[src/rtl/rcv_pkg.sv]
// rcv_pkg: shared types and default constants for the USB receive bit timer.
//   rcv_timer_state_t : timer FSM state encoding (IDLE, ALIGN, RUN, DONE)
//   RCV_*             : default bit-timing constants
package rcv_pkg;

  typedef enum logic [1:0] {
    IDLE  = 2'd0,
    ALIGN = 2'd1,
    RUN   = 2'd2,
    DONE  = 2'd3
  } rcv_timer_state_t;

  localparam int RCV_CLKS_PER_BIT  = 8;
  localparam int RCV_SAMPLE_PHASE  = 3;
  localparam int RCV_BITS_PER_BYTE = 8;

endpackage

[src/rtl/rcv_bit_timer_if.sv]
// rcv_bit_timer_if: signal bundle between the receive control/edge/EOP logic
// and the bit timer.
//   master : drives rcving, d_edge, eop; observes timer outputs
//   slave  : the bit timer itself
//   PW     : bit_phase width, BW : bit_count width
interface rcv_bit_timer_if
  import rcv_pkg::*;
#(
  parameter int PW = $clog2(RCV_CLKS_PER_BIT + 1),
  parameter int BW = $clog2(RCV_BITS_PER_BYTE)
) ();

  logic          rcving;
  logic          d_edge;
  logic          eop;
  logic          shift_enable;
  logic          byte_received;
  logic [PW-1:0] bit_phase;
  logic [BW-1:0] bit_count;
  logic          timer_active;
  logic          framing_err;

  modport master (
    output rcving, d_edge, eop,
    input  shift_enable, byte_received, bit_phase, bit_count,
           timer_active, framing_err
  );

  modport slave (
    input  rcving, d_edge, eop,
    output shift_enable, byte_received, bit_phase, bit_count,
           timer_active, framing_err
  );

endinterface

[src/rtl/rcv_sync_counter.sv]
// rcv_sync_counter: rollover counter with synchronous active-high reset.
//   clk, rst      : clock, synchronous reset (count -> 0)
//   clear         : zero the count this cycle
//   count_enable  : advance the count; at rollover_val it wraps to START
//   rollover_val  : last value before wrapping
//   count_o       : current count
// clear and count_enable together count from zero, so the next value is
// 0 + 1; the phase counter relies on this to restart a bit at phase 1.
module rcv_sync_counter #(
  parameter int W     = 4,
  parameter int START = 1
) (
  input  logic         clk,
  input  logic         rst,
  input  logic         clear,
  input  logic         count_enable,
  input  logic [W-1:0] rollover_val,
  output logic [W-1:0] count_o
);

  logic [W-1:0] count_q, count_d, base;

  always_comb begin
    base    = clear ? '0 : count_q;
    count_d = base;
    if (count_enable) begin
      count_d = (base == rollover_val) ? W'(START) : base + W'(1);
    end
  end

  always_ff @(posedge clk) begin
    if (rst) count_q <= '0;
    else     count_q <= count_d;
  end

  assign count_o = count_q;

endmodule

[src/rtl/rcv_bit_timer.sv]
// rcv_bit_timer: recovers USB bit timing from data-line edges.
//   clk, rst : system clock, synchronous active-high reset
//   bus      : slave side of rcv_bit_timer_if
//     rcving/d_edge/eop in; shift_enable, byte_received, bit_phase,
//     bit_count, timer_active, framing_err out.
// Aligns on the first edge after rcving rises, restarts the phase on every
// later edge, strobes shift_enable at SAMPLE_PHASE and pulses byte_received
// the cycle after the last strobe of each byte.
module rcv_bit_timer
  import rcv_pkg::*;
#(
  parameter int CLKS_PER_BIT  = RCV_CLKS_PER_BIT,
  parameter int SAMPLE_PHASE  = RCV_SAMPLE_PHASE,
  parameter int BITS_PER_BYTE = RCV_BITS_PER_BYTE
) (
  input  logic clk,
  input  logic rst,
  rcv_bit_timer_if.slave bus
);

  localparam int PW = $clog2(CLKS_PER_BIT + 1);
  localparam int BW = $clog2(BITS_PER_BYTE);

  rcv_timer_state_t state_q, state_d;
  logic             framing_err_q, framing_err_d;
  logic             byte_received_q, byte_received_d;
  logic [PW-1:0]    phase;
  logic [BW-1:0]    bits;
  logic             shift_en, in_run, stay_run;
  logic             phase_clear, bits_clear;

  assign in_run   = (state_q == RUN);
  // Mealy on rcving/eop so a drop or EOP suppresses a strobe due that cycle.
  assign shift_en = in_run && (phase == PW'(SAMPLE_PHASE)) && bus.rcving && !bus.eop;

  always_comb begin
    state_d         = state_q;
    framing_err_d   = framing_err_q;
    byte_received_d = shift_en && (bits == BW'(BITS_PER_BYTE - 1));
    case (state_q)
      IDLE: begin
        if (bus.rcving) begin
          state_d       = ALIGN;
          framing_err_d = 1'b0;
        end
      end
      ALIGN: begin
        if (!bus.rcving)                  state_d = IDLE;
        else if (!bus.eop && bus.d_edge)  state_d = RUN;
      end
      RUN: begin
        if (!bus.rcving) begin
          state_d = IDLE;
        end else if (bus.eop) begin
          state_d = DONE;
          if (bits != '0) framing_err_d = 1'b1;
        end
      end
      DONE: begin
        if (!bus.rcving) state_d = IDLE;
      end
      default: state_d = IDLE;
    endcase
  end

  always_ff @(posedge clk) begin
    if (rst) begin
      state_q         <= IDLE;
      framing_err_q   <= 1'b0;
      byte_received_q <= 1'b0;
    end else begin
      state_q         <= state_d;
      framing_err_q   <= framing_err_d;
      byte_received_q <= byte_received_d;
    end
  end

  // Phase restarts (clear + count -> 1) on entry to RUN and on every resync
  // edge; it drops to 0 whenever the next state is not RUN.
  assign stay_run    = (state_d == RUN);
  assign phase_clear = !in_run || bus.d_edge || !stay_run;
  assign bits_clear  = !stay_run;

  rcv_sync_counter #(.W(PW), .START(1)) u_phase_cnt (
    .clk          (clk),
    .rst          (rst),
    .clear        (phase_clear),
    .count_enable (stay_run),
    .rollover_val (PW'(CLKS_PER_BIT)),
    .count_o      (phase)
  );

  rcv_sync_counter #(.W(BW), .START(0)) u_bit_cnt (
    .clk          (clk),
    .rst          (rst),
    .clear        (bits_clear),
    .count_enable (shift_en),
    .rollover_val (BW'(BITS_PER_BYTE - 1)),
    .count_o      (bits)
  );

  assign bus.shift_enable  = shift_en;
  assign bus.byte_received = byte_received_q;
  assign bus.bit_phase     = phase;
  assign bus.bit_count     = bits;
  assign bus.timer_active  = (state_q == ALIGN) || (state_q == RUN);
  assign bus.framing_err   = framing_err_q;

endmodule

[src/flat_wrapper.sv]
// flat-port wrapper written by rule: the top's interface ports become plain ports
module rcv_bit_timer_flat import rcv_pkg::*;
#(
  parameter int CLKS_PER_BIT  = RCV_CLKS_PER_BIT,
  parameter int SAMPLE_PHASE  = RCV_SAMPLE_PHASE,
  parameter int BITS_PER_BYTE = RCV_BITS_PER_BYTE
)
  (clk, rst, bus_rcving, bus_d_edge, bus_eop, bus_shift_enable, bus_byte_received, bus_bit_phase, bus_bit_count, bus_timer_active, bus_framing_err);
  rcv_bit_timer_if bus_i ();
  input  logic clk;
  input  logic rst;
  input wire logic [$bits(bus_i.rcving)-1:0] bus_rcving;
  input wire logic [$bits(bus_i.d_edge)-1:0] bus_d_edge;
  input wire logic [$bits(bus_i.eop)-1:0] bus_eop;
  output wire logic [$bits(bus_i.shift_enable)-1:0] bus_shift_enable;
  output wire logic [$bits(bus_i.byte_received)-1:0] bus_byte_received;
  output wire logic [$bits(bus_i.bit_phase)-1:0] bus_bit_phase;
  output wire logic [$bits(bus_i.bit_count)-1:0] bus_bit_count;
  output wire logic [$bits(bus_i.timer_active)-1:0] bus_timer_active;
  output wire logic [$bits(bus_i.framing_err)-1:0] bus_framing_err;
  assign bus_i.rcving = bus_rcving;
  assign bus_i.d_edge = bus_d_edge;
  assign bus_i.eop = bus_eop;
  assign bus_shift_enable = bus_i.shift_enable;
  assign bus_byte_received = bus_i.byte_received;
  assign bus_bit_phase = bus_i.bit_phase;
  assign bus_bit_count = bus_i.bit_count;
  assign bus_timer_active = bus_i.timer_active;
  assign bus_framing_err = bus_i.framing_err;
  rcv_bit_timer #(.CLKS_PER_BIT(CLKS_PER_BIT), .SAMPLE_PHASE(SAMPLE_PHASE), .BITS_PER_BYTE(BITS_PER_BYTE)) u_core (.clk(clk), .rst(rst), .bus(bus_i));
endmodule
[config.mk]
export PLATFORM = sky130hd
export DESIGN_NAME = rcv_bit_timer_flat
export DESIGN_NICKNAME = d
export VERILOG_FILES = /design/src/rtl/rcv_pkg.sv /design/src/rtl/rcv_bit_timer_if.sv /design/src/rtl/rcv_sync_counter.sv /design/src/rtl/rcv_bit_timer.sv /design/src/flat_wrapper.sv
export SDC_FILE = /design/constraint.sdc
export NUM_CORES = 1
export LEC_CHECK = 0
export BUFFER_PORTS_ARGS = -buffer_cell sky130_fd_sc_hd__buf_2
export CORE_MARGIN = 2
export CORE_UTILIZATION = 53
export CTS_CLUSTER_DIAMETER = 60
export DETAILED_ROUTE_END_ITERATION = 10
export GPL_TIMING_DRIVEN = 1
export HOLD_SLACK_MARGIN = 0.1
export PLACE_DENSITY = 0.8
export SYNTH_ARGS = -nofsm -noshare
export SYNTH_HDL_FRONTEND = slang
export SYNTH_SLANG_ARGS = --single-unit
[constraint.sdc]
create_clock -name clk -period 7.6 [get_ports clk]
set_clock_uncertainty 0.15 [all_clocks]
set_input_delay 1.52 -clock clk [delete_from_list [all_inputs] [get_ports clk]]
set_output_delay 1.52 -clock clk [all_outputs]
set_load 0.05 [all_outputs]
# After elaboration in Yosys (flattened, before gate mapping)
# Cells that the tools add are included.
# W data, S select, Z words.
# word_totals
reg_bits,11
input_bits,5
out_inout_bits,11
wordCells,52
# classes
add_sub_neg,2
eq_ne,12
muxes,18
reduce_logical,15
# ops
op,n
$mux W2,6
$mux W4,3
$mux W3,3
$ne A2 B2 Y1 const B,4
$pmux W2 S4,1
$eq A2 B2 Y1 const B,3
$eq A3 B3 Y1 const B,2
$logic_and A1 B1 Y1,5
$reduce_and A5 Y1,1
$add A4 B1 Y4 const B,1
$eq A4 B2 Y1 const B,1
$eq A4 B4 Y1 const B,1
$mux W1,4
$add A3 B1 Y3 const B,1
$logic_not A1 Y1,3
$logic_or A1 B1 Y1,3
$reduce_bool A3 Y1,1
$eq A2 B1 Y1 const B,1
$logic_not A2 Y1,1
$pmux W1 S2,1
$reduce_bool A2 Y1,1

# Longest topological paths before layout
# Gate-level depths: netlist of run 1.
# depth
ltp_word,12
depth_mapped,10
ltp_nobuf,10

# By module
# From an unflattened synthesis of run 1, not the netlist that was laid out.
# unflattened
cells_unflattened,101
area_unflattened_um2,873.3
# modules_own_cells
module,instances,cells_per_inst,area_each_um2,seq_area_each_um2
rcv_bit_timer,1,40,345.3,80.1
rcv_sync_counter (u_core.u_phase_cnt),1,38,309.0,80.1
rcv_sync_counter (u_core.u_bit_cnt),1,23,219.0,60.1

# Worst setup path before layout of run 1
# OpenSTA, ideal clock, no wires.
# synth_path
path_type,in2out
start,input port bus_eop
end,output port bus_shift_enable
t_arrival_ns,2.423
required_time_ns,5.930
path_slack_ns,3.507
cell_stages,2
n_path_buf,0
path_cell_list,or3_4 > nor3_4
# synth_between
elab_chain_cells,2
# synth_lines
element,line_no,rtl
"start, declared",flat_wrapper.sv:14,input wire logic [$bits(bus_i.eop)-1:0] bus_eop;
$logic_not A1 Y1,rcv_bit_timer.sv:34,assign shift_en = in_run && (phase == PW'(SAMPLE_PHASE)) && bus.rcving && !bus.eop;
$logic_and A1 B1 Y1,rcv_bit_timer.sv:34,
"end, declared",flat_wrapper.sv:15,output wire logic [$bits(bus_i.shift_enable)-1:0] bus_shift_enable;
# Every way passes these cells.

# Final worst setup path of run 1
# Same ends and word-level chain as after synthesis.

==> qor.yml, run 1 <==
clocking:
  cts.sinks: 11
  cts-resized-gates: 0
  path_clk_slew_ns: 0.07
  root_buffer: "clkbuf_4"
  cts_made_buffers: 3
  cts_tree: "built"
  ctsHoldBuffers: 0
  h-tree-depth: 1
  postCtsSetupBuffers: 0
  cts_max_path_buffers: 2
  clock_latency_ns: 0.27
yosys:
  synth_fp_nets: 90
  yosysMostFrequentCell: "dfxtp_1"
  synth_top_area_share_pct: 29.9
  synth_warnings: 0
  synth.yosys.seq_area_share_pct: 29.9
  async_flop_share_pct: 0
  yosysUniqueCellTypes: 35
  synth_commonest_cells: "dfxtp_1, nor2_1, ha_1, nand2_1, a21oi_1"
  synth_cells: 78
  synthTopCellsByArea: "dfxtp_1, ha_1, a21oi_1"
  synth-edff-count: 0
  synth_ff_type: "dfxtp_1"
  yosys.area.top_type: "dfxtp_1"
  syn-cell-area_sq_um: 736
  ys_ff_latch: 11
  avgSynthCellArea_sq_um: 9.43
critical_path:
  crit_path_end_kind: "output pin"
  cp.arrival_ns: 2.63
  critPathRequiredTime_ns: 5.93
  start_kind: "input pin"
  crit_end: "bus_shift_enable"
  r2r_start: "u_core.state_q[0]"
  crit_start: "bus_eop"
  r2r_end: "u_core.u_phase_cnt.count_o[2]"
  critical_path_peak_fanout: 7
  regToRegSetupSlack_ns: 4.96
  crit_type: "input pin to output pin"
  reg2reg_depth: 10
global_route:
  grt_max_degree: 15
  grt_usage_pct: 21.2
  grt_pass1_vias: 580
  grt_pass1_wl_um: 2420
  antenna_found_initial: 0
  overflow: 0
floorplan:
  coreArea_sq_um: 1300
  die_width_um: 41.3
  pin_count: 16
  start_util_pct: 56.5
  dieArea_sq_um: 1700
  die_h_um: 41.3
  num_rows: 13
placed_design:
  pre_cts_ws_ns: 3.32
  finalWeightedCongestion: 0.748
  port_buffers: 15
  place_hpwl_um: 1170
detailed_routing:
  wl_met2_um: 697
  m1WireLength_um: 720
  drc: 0
  wire_per_inst_um: 13.3
  first_pass_iters: 4
  drt_wl_total_um: 1480
  antenna_left: 0
  routed.top_layer: "met4"
  drt_iter0_markers: 12
  vias_per_cell: 5.68
  vias: 630
  dr_wl_met3_um: 47
timing:
  final_hold_viol_count: 0
  final.setup.tns_ns: 0
  rsz0062_at_grt: "false"
  slew_headroom_pct: 76.4
  fin_crit_sh_pct: 56.6
  setup_slack_ns: 3.30
  setup-violations-final: 0
  slew_violations: 0
  tightest_slew_ns: 0.353
  fmax_ghz: 0.233
  fin_crit_ns: 4.30
final_layout:
  area_growth_pct: 15.8
  nNetsFinal: 109
  antenna_cells: 0
  drive_gt1_share_pct: 28.1
power:
  ir_worst_vdd_v: 0.0000990
  p_per_area_nw_per_um2: 131
  power.leakage_uw: 0.000341
run:
  maxCapViolations: 0
worst_hold_path:
  hp-class: "flop to flop"
outcome:
  status: "complete, no violations"
registers in the layout (all words and copies together), names as in the netlist:
| name | count |
|---|---|
| u_core.u_bit_cnt.count_o | 3 |
| u_core.bus.byte_received | 1 |
| u_core.state_q | 2 |
| u_core.u_phase_cnt.count_o | 4 |
| u_core.bus.framing_err | 1 |
cell families (layout without fill, tap and decap cells):
kind of cell    count (synthesis)  count (layout)  synth area share [%]
mux                             2               2                  3.57
simple gates                   36              36                  30.4
flops                          11              11                  29.9
fa+ha+maj                       7               7                  11.9
buf+inv                         4              22                  2.04
compound gates                 17              17                  20.9
xor+xnor                        1               1                  1.19
through the flow:
step | hold slack, ns | cells | cell area (sq um) | power, uW | utilization, %
after floorplan | 0.452 | 78 | 736 | 69.4 | -
after global placement | 0.317 | 107 | 826 | 72.6 | 63.5
after detailed placement | 0.318 | 107 | 826 | 73.0 | 63.5
after CTS | 0.328 | 111 | 852 | 112 | 65.5
after global routing | 0.367 | 111 | 852 | 117 | 65.5
final | 0.324 | 111 | 852 | 112 | 65.5
critical path, cell delays in order:
cell and delay [ns]:
buf_2 0.13, or3_4 0.41, nor3_4 0.25, buf_2 0.32
how the worst min path moves through the flow:
stage                                            from                       end  slack, ns  depth (start not counted)
final                     u_core.u_bit_cnt.count_o[0]  u_core.bus.byte_received       0.32                          2
after global routing      u_core.u_bit_cnt.count_o[0]  u_core.bus.byte_received       0.37                          2
after CTS                      u_core.bus.framing_err    u_core.bus.framing_err       0.33                          2
after detailed placement       u_core.bus.framing_err    u_core.bus.framing_err       0.32                          2
after global placement         u_core.bus.framing_err    u_core.bus.framing_err       0.32                          2
after floorplan                     u_core.state_q[0]         u_core.state_q[0]       0.45                          2
area by class of cell:
cell class,count,area [sq um]
clock buffers,4,26.3
fillers,121,449
inverters,3,11.3
multi-input cells,63,500
flip-flops and latches,11,220
well taps,15,18.8
repair buffers,15,75.1
layout by cell type (no fill, tap or decap), types with 2 or more instances in the layout:
| cell type | Yosys | final |
|---|---|---|
| a21oi_1 | 6 | 6 |
| buf_2 | 0 | 15 |
| clkbuf_4 | 0 | 3 |
| dfxtp_1 | 11 | 11 |
| ha_1 | 7 | 7 |
| inv_1 | 3 | 3 |
| nand2_1 | 7 | 7 |
| nand3b_1 | 3 | 3 |
| nor2_1 | 8 | 8 |
| nor3b_1 | 3 | 3 |
| o21ai_0 | 3 | 3 |
| or2_1 | 2 | 2 |
power breakdown:
group | switching [uW] | leakage [uW] | internal (uW)
registers | 0.815 | 0.0000888 | 58.1
clock network | 19.6 | 0.0000150 | 20.3
logic | 8.44 | 0.000237 | 4.24
routing by layer:
metal  up-vias  GRT usage (%)
li1        324              -
met1       292           25.9
met2        12           38.3
met3         2           3.26
met4         0           4.84
met5         -              0
No activity file was read; power rests on OpenSTA's default activity.
==> run 2, diff against run 1 <==
--- a/config.mk
+++ b/config.mk
@@ -7,12 +7,12 @@
 export LEC_CHECK = 0
 export BUFFER_PORTS_ARGS = -buffer_cell sky130_fd_sc_hd__buf_2
 export CORE_MARGIN = 2
-export CORE_UTILIZATION = 53
+export CORE_UTILIZATION = 51
 export CTS_CLUSTER_DIAMETER = 60
 export DETAILED_ROUTE_END_ITERATION = 10
 export GPL_TIMING_DRIVEN = 1
 export HOLD_SLACK_MARGIN = 0.1
-export PLACE_DENSITY = 0.8
+export PLACE_DENSITY = 0.78
 export SYNTH_ARGS = -nofsm -noshare
 export SYNTH_HDL_FRONTEND = slang
 export SYNTH_SLANG_ARGS = --single-unit
==> constraint.sdc (replaced) <==
create_clock -name clk -period 4.1 [get_ports clk]
set_clock_uncertainty 0.15 [all_clocks]
set_input_delay 0.82 -clock clk [delete_from_list [all_inputs] [get_ports clk]]
set_output_delay 0.82 -clock clk [all_outputs]
set_load 0.05 [all_outputs]
==> qor.yml, run 2 (synthesis results as in run 1) <==
timing:
  tightest_slew_ns: 0.358  # was 0.353 ns
  setup-violations-final: 0  # unchanged
  slew_headroom_pct: 76.1  # was 76.4%
  slew_violations: 0  # unchanged
  fin_crit_ns: 2.89
  rsz0062_at_grt: "false"  # unchanged
  final_hold_viol_count: 0  # unchanged
  fmax_ghz: 0.346
  final.setup.tns_ns: 0  # unchanged
  fin_crit_sh_pct: 70.4
global_route:
  grt_pass1_wl_um: 2510  # was 2420 um
  overflow: 0  # unchanged
  grt_usage_pct: 18.5  # was 21.2%
  grt_max_degree: 15  # unchanged
  antenna_found_initial: 0  # unchanged
  grt_pass1_vias: 606  # was 580
floorplan:
  die_width_um: 42.0  # was 41.3 um
  die_h_um: 42.0  # was 41.3 um
  coreArea_sq_um: 1320  # was 1300 sq um
  dieArea_sq_um: 1760  # was 1700 sq um
  start_util_pct: 55.8  # was 56.5%
  pin_count: 16  # unchanged
  num_rows: 13  # unchanged
critical_path:
  critical_path_peak_fanout: 7  # unchanged
  cp.arrival_ns: 1.92  # was 2.63 ns
  r2r_end: "u_core.u_phase_cnt.count_o[2]"  # unchanged
  critical-path-max-stage-delay_ns: 0.40  # was 0.41 ns
  crit_start: "bus_eop"  # unchanged
  reg2reg_depth: 10  # unchanged
  regToRegSetupSlack_ns: 1.43  # was 4.96 ns
  critPathBufInv: 2  # unchanged
  crit_top_cell: "buf_2"  # unchanged
  crit_chain: "buf_2 > or3_4 > nor3_4 > buf_2"  # unchanged
  critPathRequiredTime_ns: 3.13  # was 5.93 ns
  crit_path_end_kind: "output pin"  # unchanged
  crit_type: "input pin to output pin"  # unchanged
  r2r_start: "u_core.state_q[0]"  # unchanged
  path_delay_family: "simple AND/OR/NAND/NOR gates"  # unchanged
  cp_slowest_cell: "or3_4"  # unchanged
  start_kind: "input pin"  # unchanged
worst_hold_path:
  hold_depth: 2  # unchanged
  hp-class: "flop to flop"  # unchanged
  hold_end: "u_core.bus.framing_err"  # was u_core.bus.byte_received
  hp-start: "u_core.bus.framing_err"  # was u_core.u_bit_cnt.count_o[0]
final_layout:
  final_util_pct: 64.8  # was 65.5%
  final_cell_mix: "buf_2, dfxtp_1, nor2_1"  # unchanged
  largest_reg_flops: 4  # unchanged
  drive_gt1_share_pct: 29.2  # was 28.1%
  area_growth_pct: 16.0  # was 15.8%
  nNetsFinal: 109  # unchanged
  antenna_cells: 0  # unchanged
  final_common_cell: "buf_2"  # unchanged
clocking:
  h-tree-depth: 1  # unchanged
  cts.sinks: 11  # unchanged
  cts_made_buffers: 3  # unchanged
  cts_tree: "built"  # unchanged
  cts_max_path_buffers: 2  # unchanged
  path_clk_slew_ns: 0.07  # about the same
  cts-resized-gates: 0  # unchanged
  ctsHoldBuffers: 0  # unchanged
  clock_latency_ns: 0.27  # about the same
  root_buffer: "clkbuf_4"  # unchanged
  postCtsSetupBuffers: 0  # unchanged
placed_design:
  finalWeightedCongestion: 0.816  # was 0.748
  place_hpwl_um: 1100  # was 1170 um
  port_buffers: 15  # unchanged
run:
  maxCapViolations: 0  # unchanged
detailed_routing:
  routed.top_layer: "met4"  # unchanged
  wire_per_inst_um: 13.2  # was 13.3 um
  drc: 0  # unchanged
  wl_met2_um: 668  # was 697 um
  drt_iter0_markers: 10  # was 12
  m1WireLength_um: 727  # was 720 um
  first_pass_iters: 4  # unchanged
  drt_wl_total_um: 1470  # was 1480 um
  antenna_left: 0  # unchanged
  vias: 631  # was 630
  dr_wl_met3_um: 56  # was 47 um
  vias_per_cell: 5.68  # about the same
power:
  power.leakage_uw: 0.000343  # was 0.000341 uW
  ir_worst_vdd_v: 0.000170  # was 0.0000990 V
  report.power.total_uw: 207  # was 112 uW
  p_per_area_nw_per_um2: 242  # was 131 nW/um^2
outcome:
  status: "complete, no violations"  # unchanged
==> run 2: cell types whose count changed in the layout (fill, tap and decap cells not counted) <==
cell / before / now
clkbuf_1: 1 / 0
clkinv_2: 0 / 1
==> run 2: worst max-delay path by stage <==
| stage | end | slack, ns | cells past startpoint |
|---|---|---|---|
| 6_report | bus_shift_enable | 1.21 | 4 |
| 5_1_grt | bus_shift_enable | 1.15 | 4 |
| 4_1_cts | bus_shift_enable | 1.21 | 4 |
| 3_5_place_dp | bus_shift_enable | 1.22 | 4 |
| 3_3_place_gp | bus_shift_enable | 1.23 | 4 |
| 2_1_floorplan | bus_shift_enable | 1.41 | 2 |
==> run 2: metal layers <==
metal | up-vias | GRT usage [%]
met5 | - | 0
met4 | 0 | 9.68
met3 | 2 | 2.59
met2 | 13 | 30.9
met1 | 290 | 22.8
li1 | 326 | -
==> run 2: cell type report <==
class | instances | area (sq um)
Clock buffer | 3 | 22.5
Clock inverter | 1 | 5.00
Fill cell | 115 | 464
Inverter | 3 | 11.3
Multi-Input combinational cell | 63 | 500
Sequential cell | 11 | 220
Tap cell | 15 | 18.8
Timing Repair Buffer | 15 | 75.1
==> run 2: worst register-to-register path: cells and delay by family (launching register included) <==
| kind | cells | cell delay (ns) |
|---|---|---|
| AND/OR/NAND/NOR | 2 | 0.47 |
| flip-flops | 1 | 0.44 |
| AO/OA/AOI/OAI | 5 | 1.00 |
| buffers and inverters | 1 | 0.09 |
| adder cells (fa/ha/maj) | 2 | 0.46 |
==> run 2: per-stage QoR <==
stage / cell area [sq um] / std cells / setup slack, ns / hold slack, ns
after global placement: 826 / 107 / 1.23 / 0.320
after detailed placement: 826 / 107 / 1.22 / 0.323
after CTS: 853 / 111 / 1.21 / 0.333
final: 853 / 111 / 1.21 / 0.332
after floorplan: 736 / 78 / 1.41 / 0.452
after global routing: 853 / 111 / 1.15 / 0.356
==> run 2: power by group <==
| group | total [uW] | switching, uW | internal (uW) |
|---|---|---|---|
| Combinational | 23.8 | 15.9 | 7.88 |
| Sequential | 109 | 1.56 | 108 |
| Clock | 73.6 | 37.4 | 36.1 |
==> run 3, diff against run 2 <==
--- a/config.mk
+++ b/config.mk
@@ -5,14 +5,15 @@
 export SDC_FILE = /design/constraint.sdc
 export NUM_CORES = 1
 export LEC_CHECK = 0
+export ABC_AREA = 1
 export BUFFER_PORTS_ARGS = -buffer_cell sky130_fd_sc_hd__buf_2
 export CORE_MARGIN = 2
-export CORE_UTILIZATION = 51
+export CORE_UTILIZATION = 52
 export CTS_CLUSTER_DIAMETER = 60
 export DETAILED_ROUTE_END_ITERATION = 10
 export GPL_TIMING_DRIVEN = 1
 export HOLD_SLACK_MARGIN = 0.1
-export PLACE_DENSITY = 0.78
+export PLACE_DENSITY = 0.79
 export SYNTH_ARGS = -nofsm -noshare
 export SYNTH_HDL_FRONTEND = slang
 export SYNTH_SLANG_ARGS = --single-unit
==> constraint.sdc (replaced) <==
create_clock -name clk -period 2.75 [get_ports clk]
set_clock_uncertainty 0.15 [all_clocks]
set_input_delay 0.55 -clock clk [delete_from_list [all_inputs] [get_ports clk]]
set_output_delay 0.55 -clock clk [all_outputs]
set_load 0.05 [all_outputs]
==> qor.yml, run 3 <==
worst_hold_path:
  hp-class: "flop to flop"  # unchanged
detailed_routing:
  first_pass_iters: 4  # unchanged
  drt_wl_total_um: 1400  # was 1470 um
  antenna_left: 0  # unchanged
  vias_per_cell: 4.88  # was 5.68
  wire_per_inst_um: 10.3  # was 13.2 um
  drt_iter0_markers: 12  # was 10
  drc: 0  # unchanged
  vias: 664  # was 631
timing:
  rsz0062_at_grt: "false"  # unchanged
  slew_headroom_pct: 80.6  # was 76.1%
  slew_violations: 0  # unchanged
  fin_crit_ns: 2.41
  setup-violations-final: 0  # unchanged
  final.setup.tns_ns: 0  # unchanged
  tightest_slew_ns: 0.288  # was 0.358 ns
  fin_crit_sh_pct: 87.8
  final_hold_viol_count: 0  # unchanged
  fmax_ghz: 0.414
yosys:
  yosysMostFrequentCell: "inv_1"  # was dfxtp_1
  synth_cells: 102  # was 78
  synth_ff_type: "dfxtp_1"  # unchanged
  synth-edff-count: 0  # unchanged
  synth_commonest_cells: "inv_1, nand2_1, nor2_1"  # was dfxtp_1, nor2_1, ha_1, nand2_1, a21oi_1
  synth_compound_area_share_pct: 11.0  # was 20.9%
  synth_top_area_share_pct: 29.4  # was 29.9%
  syn-cell-area_sq_um: 748  # was 736 sq um
  yosys.area.top_type: "dfxtp_1"  # unchanged
  synthTopCellsByArea: "dfxtp_1, ha_1, inv_1"  # was dfxtp_1, ha_1, a21oi_1
  synth.yosys.seq_area_share_pct: 29.4  # was 29.9%
  synth_xor_area_share_pct: 1.17  # was 1.19%
  async_flop_share_pct: 0  # unchanged
  synth_fa_ha_area_share_pct: 11.7  # was 11.9%
  yosys.area_share.simple_pct: 35.6  # was 30.4%
  synthMuxAreaShare_pct: 0  # was 3.57%
  yosysUniqueCellTypes: 22  # was 35
  synth_fp_nets: 114  # was 90
  synth_warnings: 0  # unchanged
  avgSynthCellArea_sq_um: 7.34  # was 9.43 sq um
  ys_ff_latch: 11  # unchanged
  synth_top_family_by_area: "simple AND/OR/NAND/NOR gates"  # unchanged
final_layout:
  nNetsFinal: 134  # was 109
  antenna_cells: 0  # unchanged
  drive_gt1_share_pct: 28.9  # was 29.2%
  final_util_pct: 65.9  # was 64.8%
  area_growth_pct: 16.1  # was 16.0%
  final_common_cell: "inv_1"  # was buf_2
  fillers: 118  # was 115
  final_cell_mix: "inv_1, nand2_1, buf_2"  # was buf_2, dfxtp_1, nor2_1
  largest_reg_flops: 4  # unchanged
floorplan:
  dieArea_sq_um: 1760  # about the same
  start_util_pct: 56.8  # was 55.8%
  pin_count: 16  # unchanged
  die_h_um: 41.9  # was 42.0 um
  die_width_um: 41.9  # was 42.0 um
  coreArea_sq_um: 1320  # unchanged
  num_rows: 13  # unchanged
clocking:
  h-tree-depth: 1  # unchanged
  cts.sinks: 11  # unchanged
  cts_max_path_buffers: 2  # unchanged
  root_buffer: "clkbuf_4"  # unchanged
  cts-resized-gates: 0  # unchanged
  cts_tree: "built"  # unchanged
  postCtsSetupBuffers: 0  # unchanged
  path_clk_slew_ns: 0.06  # was 0.07 ns
  clock_latency_ns: 0.27  # about the same
  ctsHoldBuffers: 0  # unchanged
  cts_made_buffers: 3  # unchanged
critical_path:
  crit_path_end_kind: "output pin"  # unchanged
  crit_type: "flop to output pin"  # was input pin to output pin
  critPathRequiredTime_ns: 2.05  # was 3.13 ns
  critical_path_peak_fanout: 5  # was 7
  cp.arrival_ns: 1.71  # was 1.92 ns
  start_kind: "flop"  # was input pin
outcome:
  status: "complete, no violations"  # unchanged
power:
  report.power.total_uw: 316  # was 207 uW
  power.leakage_uw: 0.000434  # was 0.000343 uW
  ir_worst_vdd_v: 0.000264  # was 0.000170 V
  p_per_area_nw_per_um2: 364  # was 242 nW/um^2
placed_design:
  place_hpwl_um: 1190  # was 1100 um
  port_buffers: 15  # unchanged
  finalWeightedCongestion: 0.836  # was 0.816
global_route:
  antenna_found_initial: 0  # unchanged
  grt_usage_pct: 18.6  # was 18.5%
  grt_pass1_wl_um: 2560  # was 2510 um
  grt_pass1_vias: 637  # was 606
  grt_max_degree: 7  # was 15
  overflow: 0  # unchanged
run:
  maxCapViolations: 0  # unchanged
run 3: worst paths after layout:
| path | from | endpoint | slack (ns) | cells after the start |
|---|---|---|---|---|
| hold reg to reg | u_core.bus.framing_err | u_core.bus.framing_err | 0.34 | 2 |
| hold / removal | u_core.bus.framing_err | u_core.bus.framing_err | 0.34 | 2 |
| setup reg to reg | u_core.state_q[0] | u_core.u_phase_cnt.count_o[2] | 0.49 | 16 |
| setup / recovery | u_core.state_q[0] | bus_shift_enable | 0.34 | 5 |
run 3: worst max-delay path, stage by stage, from the launching register on:
cell     delay (ns)
dfxtp_1        0.35
inv_1          0.10
ha_1           0.25
nand2_2        0.10
nor4_4         0.33
buf_2          0.33
run 3: per-stage QoR:
| step | instance area (sq um) | hold WS, ns | instances | setup WS, ns |
|---|---|---|---|---|
| 3_3_place_gp | 842 | 0.335 | 132 | 0.537 |
| 4_1_cts | 868 | 0.348 | 136 | 0.329 |
| 6_report | 868 | 0.341 | 136 | 0.337 |
| 2_1_floorplan | 748 | 0.467 | 102 | 0.537 |
| 3_5_place_dp | 842 | 0.334 | 132 | 0.496 |
| 5_1_grt | 868 | 0.393 | 136 | 0.202 |
run 3: cell families after synthesis:
logic type	count (synthesis)
AND/OR/NAND/NOR	49
buffers and inverters	22
AO/OA/AOI/OAI	12
flip-flops	11
adder cells (fa/ha/maj)	7
XOR/XNOR	1
run 3: report_power, final:
part           internal (uW)  switching, uW  total, uW
Combinational           13.5           31.2       44.7
Clock                   56.1           52.6        109
Sequential               161           2.08        163
Total                    231           85.9        316
run 3: area by class of cell:
type                       instances  area, sq um  share of cell area (%)
tap                               15         18.8                    2.16
sequential                        11          220                    25.4
timing repair buffer              15         75.1                    8.65
clock buffer                       4         26.3                    3.03
multi-input combinational         69          445                    51.3
inverter                          22         82.6                    9.51
run 3: layer usage:
layer | GRT usage [%] | wire (um) | vias to the layer above
met1 | 23.2 | 641 | 294
li1 | - | - | 354
met2 | 30.6 | 676 | 14
met5 | 0 | 0 | -
met3 | 3.91 | 66 | 2
met4 | 7.74 | 17 | 0
